[src/rtl/dbus_interconnect_pkg.sv]
// Shared types for the data-bus interconnect: FSM states, error codes and
// the default read data returned for an errored access.
package dbus_interconnect_pkg;

  typedef enum logic {
    ST_IDLE = 1'b0,
    ST_WAIT = 1'b1
  } state_t;

  typedef enum logic [1:0] {
    ERR_NONE     = 2'b00,
    ERR_UNMAPPED = 2'b01,
    ERR_TIMEOUT  = 2'b10
  } err_code_t;

  localparam logic [31:0] DEF_ERR_DATA = 32'hDEADBEEF;

endpackage

[src/rtl/dbus_interconnect_if.sv]
// Bundle of CPU-side, slave-side and error-report signals of the interconnect.
// The master modport is the environment view; slave is the interconnect view.
interface dbus_interconnect_if #(
  parameter int NSLV = 8,
  parameter int DW   = 32
);
  logic                 m_stb;
  logic [DW/8-1:0]      m_we;
  logic [31:0]          m_addr;
  logic [DW-1:0]        m_wdata;
  logic [DW-1:0]        m_rdata;
  logic                 m_nak;
  logic [NSLV-1:0]      s_en;
  logic [DW/8-1:0]      s_we;
  logic [31:0]          s_addr;
  logic [DW-1:0]        s_wdata;
  logic [NSLV*DW-1:0]   s_rdata;
  logic [NSLV-1:0]      s_nak;
  logic                 err_clr;
  logic                 err_irq;
  logic [31:0]          err_addr;
  logic [1:0]           err_code;

  modport master (
    output m_stb, m_we, m_addr, m_wdata, s_rdata, s_nak, err_clr,
    input  m_rdata, m_nak, s_en, s_we, s_addr, s_wdata, err_irq, err_addr, err_code
  );

  modport slave (
    input  m_stb, m_we, m_addr, m_wdata, s_rdata, s_nak, err_clr,
    output m_rdata, m_nak, s_en, s_we, s_addr, s_wdata, err_irq, err_addr, err_code
  );

endinterface

[src/rtl/dbus_interconnect_addr_decoder.sv]
// Region decoder: compares the address select field against each enabled
// slave's region code; the lowest-numbered matching slave wins.
module dbus_interconnect_addr_decoder #(
  parameter int                     NSLV      = 8,
  parameter int                     SELW      = 4,
  parameter int                     IW        = 3,
  parameter logic [NSLV*SELW-1:0]   SLV_MAP   = '1,
  parameter logic [NSLV-1:0]        SLV_VALID = '0
) (
  input  logic [SELW-1:0] i_sel,
  output logic [IW-1:0]   o_idx,
  output logic            o_hit_any
);

  logic [NSLV-1:0] w_hit;

  genvar gi;
  generate
    for (gi = 0; gi < NSLV; gi++) begin : g_hit
      assign w_hit[gi] = SLV_VALID[gi] && (i_sel == SLV_MAP[gi*SELW +: SELW]);
    end
  endgenerate

  // Scan from the top down so the lowest matching index is left last.
  always_comb begin
    o_idx = '0;
    for (int i = NSLV - 1; i >= 0; i--) begin
      if (w_hit[i]) o_idx = IW'(i);
    end
  end

  assign o_hit_any = |w_hit;

endmodule

[src/rtl/dbus_interconnect.sv]
// CPU data-port interconnect to NSLV slaves with wait-state stalling, a
// timeout watchdog and a sticky bus-error report.
module dbus_interconnect
  import dbus_interconnect_pkg::*;
#(
  parameter int                                  NSLV      = 8,
  parameter int                                  DW        = 32,
  parameter int                                  SEL_HI    = 31,
  parameter int                                  SEL_LO    = 28,
  parameter logic [NSLV*(SEL_HI-SEL_LO+1)-1:0]   SLV_MAP   = {8{4'hF}},
  parameter logic [NSLV-1:0]                     SLV_VALID = '0,
  parameter int                                  TIMEOUT   = 255,
  parameter logic [DW-1:0]                       ERR_DATA  = DW'(DEF_ERR_DATA)
) (
  input  logic               clk,
  input  logic               rstn,
  dbus_interconnect_if.slave bus
);

  localparam int SELW = SEL_HI - SEL_LO + 1;
  localparam int IW   = (NSLV > 1) ? $clog2(NSLV) : 1;
  localparam int CW   = $clog2(TIMEOUT + 1);

  logic [IW-1:0] w_idx;
  logic          w_hit_any;

  dbus_interconnect_addr_decoder #(
    .NSLV      (NSLV),
    .SELW      (SELW),
    .IW        (IW),
    .SLV_MAP   (SLV_MAP),
    .SLV_VALID (SLV_VALID)
  ) u_decoder (
    .i_sel     (bus.m_addr[SEL_HI:SEL_LO]),
    .o_idx     (w_idx),
    .o_hit_any (w_hit_any)
  );

  state_t        r_state, w_state_next;
  logic [CW-1:0] r_wait_cnt, w_wait_cnt_next;
  logic [IW-1:0] r_wait_idx, w_wait_idx_next;
  logic          r_sel_vld, r_sel_err;
  logic [IW-1:0] r_sel_idx;
  logic          r_err_irq;
  logic [31:0]   r_err_addr;
  err_code_t     r_err_code;

  logic w_force_done, w_nak, w_done, w_err_evt, w_go;

  assign w_force_done = (r_state == ST_WAIT) && (r_wait_cnt == CW'(TIMEOUT));
  // Gating with rstn makes the combinational outputs idle as soon as reset asserts.
  assign w_go      = rstn && bus.m_stb && w_hit_any && !w_force_done;
  assign w_nak     = w_go && bus.s_nak[w_idx];
  assign w_done    = bus.m_stb && !w_nak;
  assign w_err_evt = w_done && (!w_hit_any || w_force_done);

  assign bus.m_nak   = w_nak;
  assign bus.s_en    = w_go ? (NSLV'(1) << w_idx) : '0;
  assign bus.s_we    = w_go ? bus.m_we : '0;
  assign bus.s_addr  = bus.m_addr;
  assign bus.s_wdata = bus.m_wdata;
  assign bus.m_rdata = !r_sel_vld ? '0 :
                       r_sel_err  ? ERR_DATA : bus.s_rdata[r_sel_idx*DW +: DW];

  assign bus.err_irq  = r_err_irq;
  assign bus.err_addr = r_err_addr;
  assign bus.err_code = r_err_code;

  always_ff @(posedge clk or negedge rstn) begin
    if (!rstn) begin
      r_state    <= ST_IDLE;
      r_wait_cnt <= '0;
      r_wait_idx <= '0;
    end else begin
      r_state    <= w_state_next;
      r_wait_cnt <= w_wait_cnt_next;
      r_wait_idx <= w_wait_idx_next;
    end
  end

  // Any cycle without a stall ends the wait: completion, timeout or strobe drop.
  always_comb begin
    w_state_next    = r_state;
    w_wait_cnt_next = r_wait_cnt;
    w_wait_idx_next = r_wait_idx;
    case (r_state)
      ST_IDLE: begin
        if (w_nak) begin
          w_state_next    = ST_WAIT;
          w_wait_cnt_next = CW'(1);
          w_wait_idx_next = w_idx;
        end
      end
      ST_WAIT: begin
        if (!w_nak) begin
          w_state_next    = ST_IDLE;
          w_wait_cnt_next = '0;
        end else if (w_idx != r_wait_idx) begin
          w_wait_cnt_next = CW'(1);
          w_wait_idx_next = w_idx;
        end else if (r_wait_cnt != CW'(TIMEOUT)) begin
          w_wait_cnt_next = r_wait_cnt + CW'(1);
        end
      end
      default: begin
        w_state_next    = ST_IDLE;
        w_wait_cnt_next = '0;
      end
    endcase
  end

  always_ff @(posedge clk or negedge rstn) begin
    if (!rstn) begin
      r_sel_vld  <= 1'b0;
      r_sel_err  <= 1'b0;
      r_sel_idx  <= '0;
      r_err_irq  <= 1'b0;
      r_err_addr <= '0;
      r_err_code <= ERR_NONE;
    end else begin
      if (w_done) begin
        r_sel_vld <= 1'b1;
        r_sel_err <= !w_hit_any || w_force_done;
        r_sel_idx <= w_idx;
      end
      // A new error beats a simultaneous clear; otherwise the first error sticks.
      if (w_err_evt && (!r_err_irq || bus.err_clr)) begin
        r_err_irq  <= 1'b1;
        r_err_addr <= bus.m_addr;
        r_err_code <= w_force_done ? ERR_TIMEOUT : ERR_UNMAPPED;
      end else if (bus.err_clr) begin
        r_err_irq  <= 1'b0;
        r_err_addr <= '0;
        r_err_code <= ERR_NONE;
      end
    end
  end

endmodule

[src/flat_wrapper.sv]
// flat-port wrapper written by rule: the top's interface ports become plain ports
module dbus_interconnect_flat import dbus_interconnect_pkg::*;
#(
  parameter int                                  NSLV      = 8,
  parameter int                                  DW        = 32,
  parameter int                                  SEL_HI    = 31,
  parameter int                                  SEL_LO    = 28,
  parameter logic [NSLV*(SEL_HI-SEL_LO+1)-1:0]   SLV_MAP   = {8{4'hF}},
  parameter logic [NSLV-1:0]                     SLV_VALID = '0,
  parameter int                                  TIMEOUT   = 255,
  parameter logic [DW-1:0]                       ERR_DATA  = DW'(DEF_ERR_DATA)
)
  (clk, rstn, bus_m_stb, bus_m_we, bus_m_addr, bus_m_wdata, bus_s_rdata, bus_s_nak, bus_err_clr, bus_m_rdata, bus_m_nak, bus_s_en, bus_s_we, bus_s_addr, bus_s_wdata, bus_err_irq, bus_err_addr, bus_err_code);
  dbus_interconnect_if #(.NSLV(NSLV), .DW(DW)) bus_i ();
  input  logic clk;
  input  logic rstn;
  input wire logic [$bits(bus_i.m_stb)-1:0] bus_m_stb;
  input wire logic [$bits(bus_i.m_we)-1:0] bus_m_we;
  input wire logic [$bits(bus_i.m_addr)-1:0] bus_m_addr;
  input wire logic [$bits(bus_i.m_wdata)-1:0] bus_m_wdata;
  input wire logic [$bits(bus_i.s_rdata)-1:0] bus_s_rdata;
  input wire logic [$bits(bus_i.s_nak)-1:0] bus_s_nak;
  input wire logic [$bits(bus_i.err_clr)-1:0] bus_err_clr;
  output wire logic [$bits(bus_i.m_rdata)-1:0] bus_m_rdata;
  output wire logic [$bits(bus_i.m_nak)-1:0] bus_m_nak;
  output wire logic [$bits(bus_i.s_en)-1:0] bus_s_en;
  output wire logic [$bits(bus_i.s_we)-1:0] bus_s_we;
  output wire logic [$bits(bus_i.s_addr)-1:0] bus_s_addr;
  output wire logic [$bits(bus_i.s_wdata)-1:0] bus_s_wdata;
  output wire logic [$bits(bus_i.err_irq)-1:0] bus_err_irq;
  output wire logic [$bits(bus_i.err_addr)-1:0] bus_err_addr;
  output wire logic [$bits(bus_i.err_code)-1:0] bus_err_code;
  assign bus_i.m_stb = bus_m_stb;
  assign bus_i.m_we = bus_m_we;
  assign bus_i.m_addr = bus_m_addr;
  assign bus_i.m_wdata = bus_m_wdata;
  assign bus_i.s_rdata = bus_s_rdata;
  assign bus_i.s_nak = bus_s_nak;
  assign bus_i.err_clr = bus_err_clr;
  assign bus_m_rdata = bus_i.m_rdata;
  assign bus_m_nak = bus_i.m_nak;
  assign bus_s_en = bus_i.s_en;
  assign bus_s_we = bus_i.s_we;
  assign bus_s_addr = bus_i.s_addr;
  assign bus_s_wdata = bus_i.s_wdata;
  assign bus_err_irq = bus_i.err_irq;
  assign bus_err_addr = bus_i.err_addr;
  assign bus_err_code = bus_i.err_code;
  dbus_interconnect #(.NSLV(NSLV), .DW(DW), .SEL_HI(SEL_HI), .SEL_LO(SEL_LO), .SLV_MAP(SLV_MAP), .SLV_VALID(SLV_VALID), .TIMEOUT(TIMEOUT), .ERR_DATA(ERR_DATA)) u_core (.clk(clk), .rstn(rstn), .bus(bus_i));
endmodule
[config.mk]
export PLATFORM = sky130hd
export DESIGN_NAME = dbus_interconnect_flat
export DESIGN_NICKNAME = d
export VERILOG_FILES = /design/src/rtl/dbus_interconnect_pkg.sv /design/src/rtl/dbus_interconnect_if.sv /design/src/rtl/dbus_interconnect_addr_decoder.sv /design/src/rtl/dbus_interconnect.sv /design/src/flat_wrapper.sv
export SDC_FILE = /design/constraint.sdc
export NUM_CORES = 1
export LEC_CHECK = 0
export ABC_AREA = 0
export CAP_MARGIN = 0
export CORE_AREA = 2 2 188 190
export CTS_BUF_LIST = sky130_fd_sc_hd__clkbuf_8 sky130_fd_sc_hd__clkbuf_16
export CTS_CLUSTER_SIZE = 28
export DETAILED_ROUTE_END_ITERATION = 10
export DIE_AREA = 0 0 190 192
export HOLD_SLACK_MARGIN = 0.02
export PLACE_DENSITY = 0.49
export SYNTH_ARGS = -nofsm -noshare
export SYNTH_HDL_FRONTEND = slang
export SYNTH_SLANG_ARGS = --single-unit
[constraint.sdc]
create_clock -name clk -period 3.45 [get_ports clk]
set_clock_uncertainty 0.05 [all_clocks]
set_input_delay 0.69 -clock clk [delete_from_list [all_inputs] [get_ports clk]]
set_output_delay 0.69 -clock clk [all_outputs]
set_load 0.03 [all_outputs]
==> impl_metrics.json <==
{
  "status": "complete, no violations",
  "grtUsageMet1_pct": 5.41,
  "gr-usage-met2_pct": 10.2,
  "setup.worst_path.class": "in -> out",
  "relSlewSlack_pct": 33.9,
  "maxSlewViolCount": 0,
  "p_leak_nw": 1.39,
  "die-area_um2": 36500,
  "die_w_um": 190,
  "grt_util_all_layers_pct": 5.44,
  "cts.repair.resized": 0,
  "worstPathRequired_ns": 2.71,
  "die_y_um": 192,
  "synth_cell_types": 13,
  "final_common_cell": "clkdlybuf4s50_1",
  "yosysSeqAreaShare_pct": 32.9,
  "cp_common_cell": "clkdlybuf4s50_1",
  "ant_nets": 0,
  "clock_latency_ns": 0.30,
  "core_region_area_um2": 34300,
  "postCtsHoldBufs": 0,
  "final_area_um2": 3750,
  "fillers": 3919,
  "comb_power_share_pct": 30.2,
  "syn_inst": 261,
  "vias_per_cell": 2.18,
  "worst-path-buf-inv": 2,
  "rsz0062_at_grt": "false",
  "num_rows": 68,
  "reg2reg_slack_ns": 1.71,
  "ys_seq_elements": 34,
  "fin_setup_tns_ns": 0,
  "min_path_type": "in -> async",
  "post-place-cells": 740,
  "nNetsFinal": 628,
  "hold_viol_final": 0,
  "period_share_pct": 78.3,
  "cts-buffers-inserted": 5,
  "antenna_found_initial": 0,
  "crit_path_max_incr_delay_ns": 0.70,
  "io_pins": 480,
  "grt_pass1_vias": 1610,
  "grt_pass1_wl_mm": 13.1,
  "gp_congestion": 0.624,
  "yosys_warnings": 0,
  "r2r_start": "u_core.bus.err_code[0]$_DFFE_PN0P_",
  "final_cells": 748,
  "switching_share_pct": 35.1,
  "grt_overflow": 0,
  "firstDrtPassIters": 4,
  "clkTransAtPathRegs_ns": 0.07,
  "fin_crit_ns": 2.70,
  "grt_use_met3_pct": 2.61,
  "avgSynthCellArea_um2": 9.90,
  "setup_viol": 0,
  "fin_util_pct": 10.9,
  "root_buffer": "clkbuf_16",
  "total_power_mw": 1.47,
  "start_util_pct": 7.54,
  "htree_levels": 2,
  "wl_mm": 10.2,
  "cts_setup_buffers": 0,
  "vias": 1634,
  "maxCapViolCount": 0,
  "dpl.hpwl_mm": 7.83,
  "slowest_stage": "clkdlybuf4s50_1",
  "drive_gt1_share_pct": 16.7,
  "tightestPinTransition_ns": 0.992,
  "cp-end-kind": "primary output",
  "cp_cell_sequence": "clkdlybuf4s50_1 > clkdlybuf4s50_1",
  "syn_area_um2": 2580,
  "grt_max_degree": 35,
  "crit_path_start_kind": "primary input",
  "clockBufferDepth": 2,
  "p_int_uw": 955,
  "numPortBuffers": 125,
  "power.switching_uw": 517,
  "power_frac_clock_pct": 38.9,
  "arrival_ns": 1.96,
  "mostFrequentLayoutCells": "122 x clkdlybuf4s50_1, 34 x dfrtp_1, 32 x inv_1, 32 x nand2_1, 30 x o32ai_2",
  "cts_tree": "done",
  "reg2reg_to": "u_core.bus.err_addr[31]$_DFFE_PN0P_",
  "drt-wirelength-per-cell_um": 13.6,
  "place_area_um2": 3580,
  "power_frac_seq_pct": 30.8,
  "drt_iter0_drc": 37,
  "n_antenna_cell": 0,
  "area_growth_pct": 45.1,
  "critPathTopFamily": "buffers and inverters",
  "power.density_nw_per_um2": 393,
  "fmax_mhz": 370,
  "cts_num_sinks": 34,
  "rr_worst_depth": 3,
  "busiest_layer": "met2",
  "drc": 0,
  "peakVddDrop_mv": 0.156,
  "path_max_fanout": 2
}
-- how the worst max path moves through the flow --
stage	from	end	slack [ns]	cells past startpoint
finish	bus_m_addr[21]	bus_s_addr[21]	0.75	2
global route	u_core.r_sel_err$_DFFE_PN0P_	bus_m_rdata[1]	0.63	1
CTS	u_core.r_sel_err$_DFFE_PN0P_	bus_m_rdata[2]	0.70	1
detailed placement	bus_m_addr[21]	bus_s_addr[21]	0.76	2
global placement	bus_m_addr[21]	bus_s_addr[21]	0.76	2
floorplan	u_core.r_sel_err$_DFFE_PN0P_	bus_m_rdata[0]	1.79	1
-- metal layers --
layer	vias to the layer above	share of wire, %
met5	-	0
met2	94	56
met1	757	34
li1	777	-
met4	0	0.87
met3	6	9.4
-- state kept, by name, summed over array words and instances, names as in the netlist --
register / flops
u_core.r_sel_err: 1
u_core.bus.err_code: 1
u_core.bus.err_addr: 32
-- synth_stat cells, drive strengths merged --
| cell type | n | area [um2] |
|---|---|---|
| buf | 123 | 940 |
| clkbuf | 3 | 11.3 |
| conb | 1 | 3.75 |
| dfrtp | 34 | 851 |
| inv | 32 | 120 |
| nand2 | 32 | 120 |
| nor2b | 2 | 20.0 |
| o32ai | 32 | 505 |
| or2 | 2 | 12.5 |
-- power groups by stage --
| stage | registers, mW | clock network (mW) | logic [mW] |
|---|---|---|---|
| after global placement | 0.462 | 0 | 0.454 |
| after floorplan | 0.532 | 0 | 0.304 |
| after global routing | 0.459 | 0.626 | 0.474 |
| after detailed placement | 0.462 | 0 | 0.455 |
| final | 0.454 | 0.573 | 0.445 |
| after CTS | 0.455 | 0.611 | 0.456 |
-- per-stage QoR --
step           hold slack [ns]  worst slack, ns
2_1_floorplan            0.344             1.79
3_3_place_gp             0.487            0.762
3_5_place_dp             0.486            0.755
4_1_cts                  0.497            0.700
5_1_grt                  0.519            0.635
6_report                 0.474            0.750
-- cell type report --
| class | count | area (um2) | share of cell area [%] |
|---|---|---|---|
| sequential | 34 | 851 | 22.7 |
| tap | 455 | 569 | 15.2 |
| clock inverter | 3 | 45.0 | 1.20 |
| clock buffer | 5 | 125 | 3.34 |
| inverter | 32 | 120 | 3.20 |
| timing repair buffer | 129 | 1290 | 34.4 |
| multi-input combinational | 90 | 748 | 20.0 |
-- cell families (layout without fill, tap and decap cells) --
logic type             after synthesis  after routing  share of synthesized area, %
AO/OA/AOI/OAI                       32             32                          19.6
buffers and inverters              158            169                          41.5
flip-flops                          34             34                          32.9
other                                1             22                         0.145
AND/OR/NAND/NOR                     36             36                          5.91
Note: power is estimated with default switching activity, not from simulation.
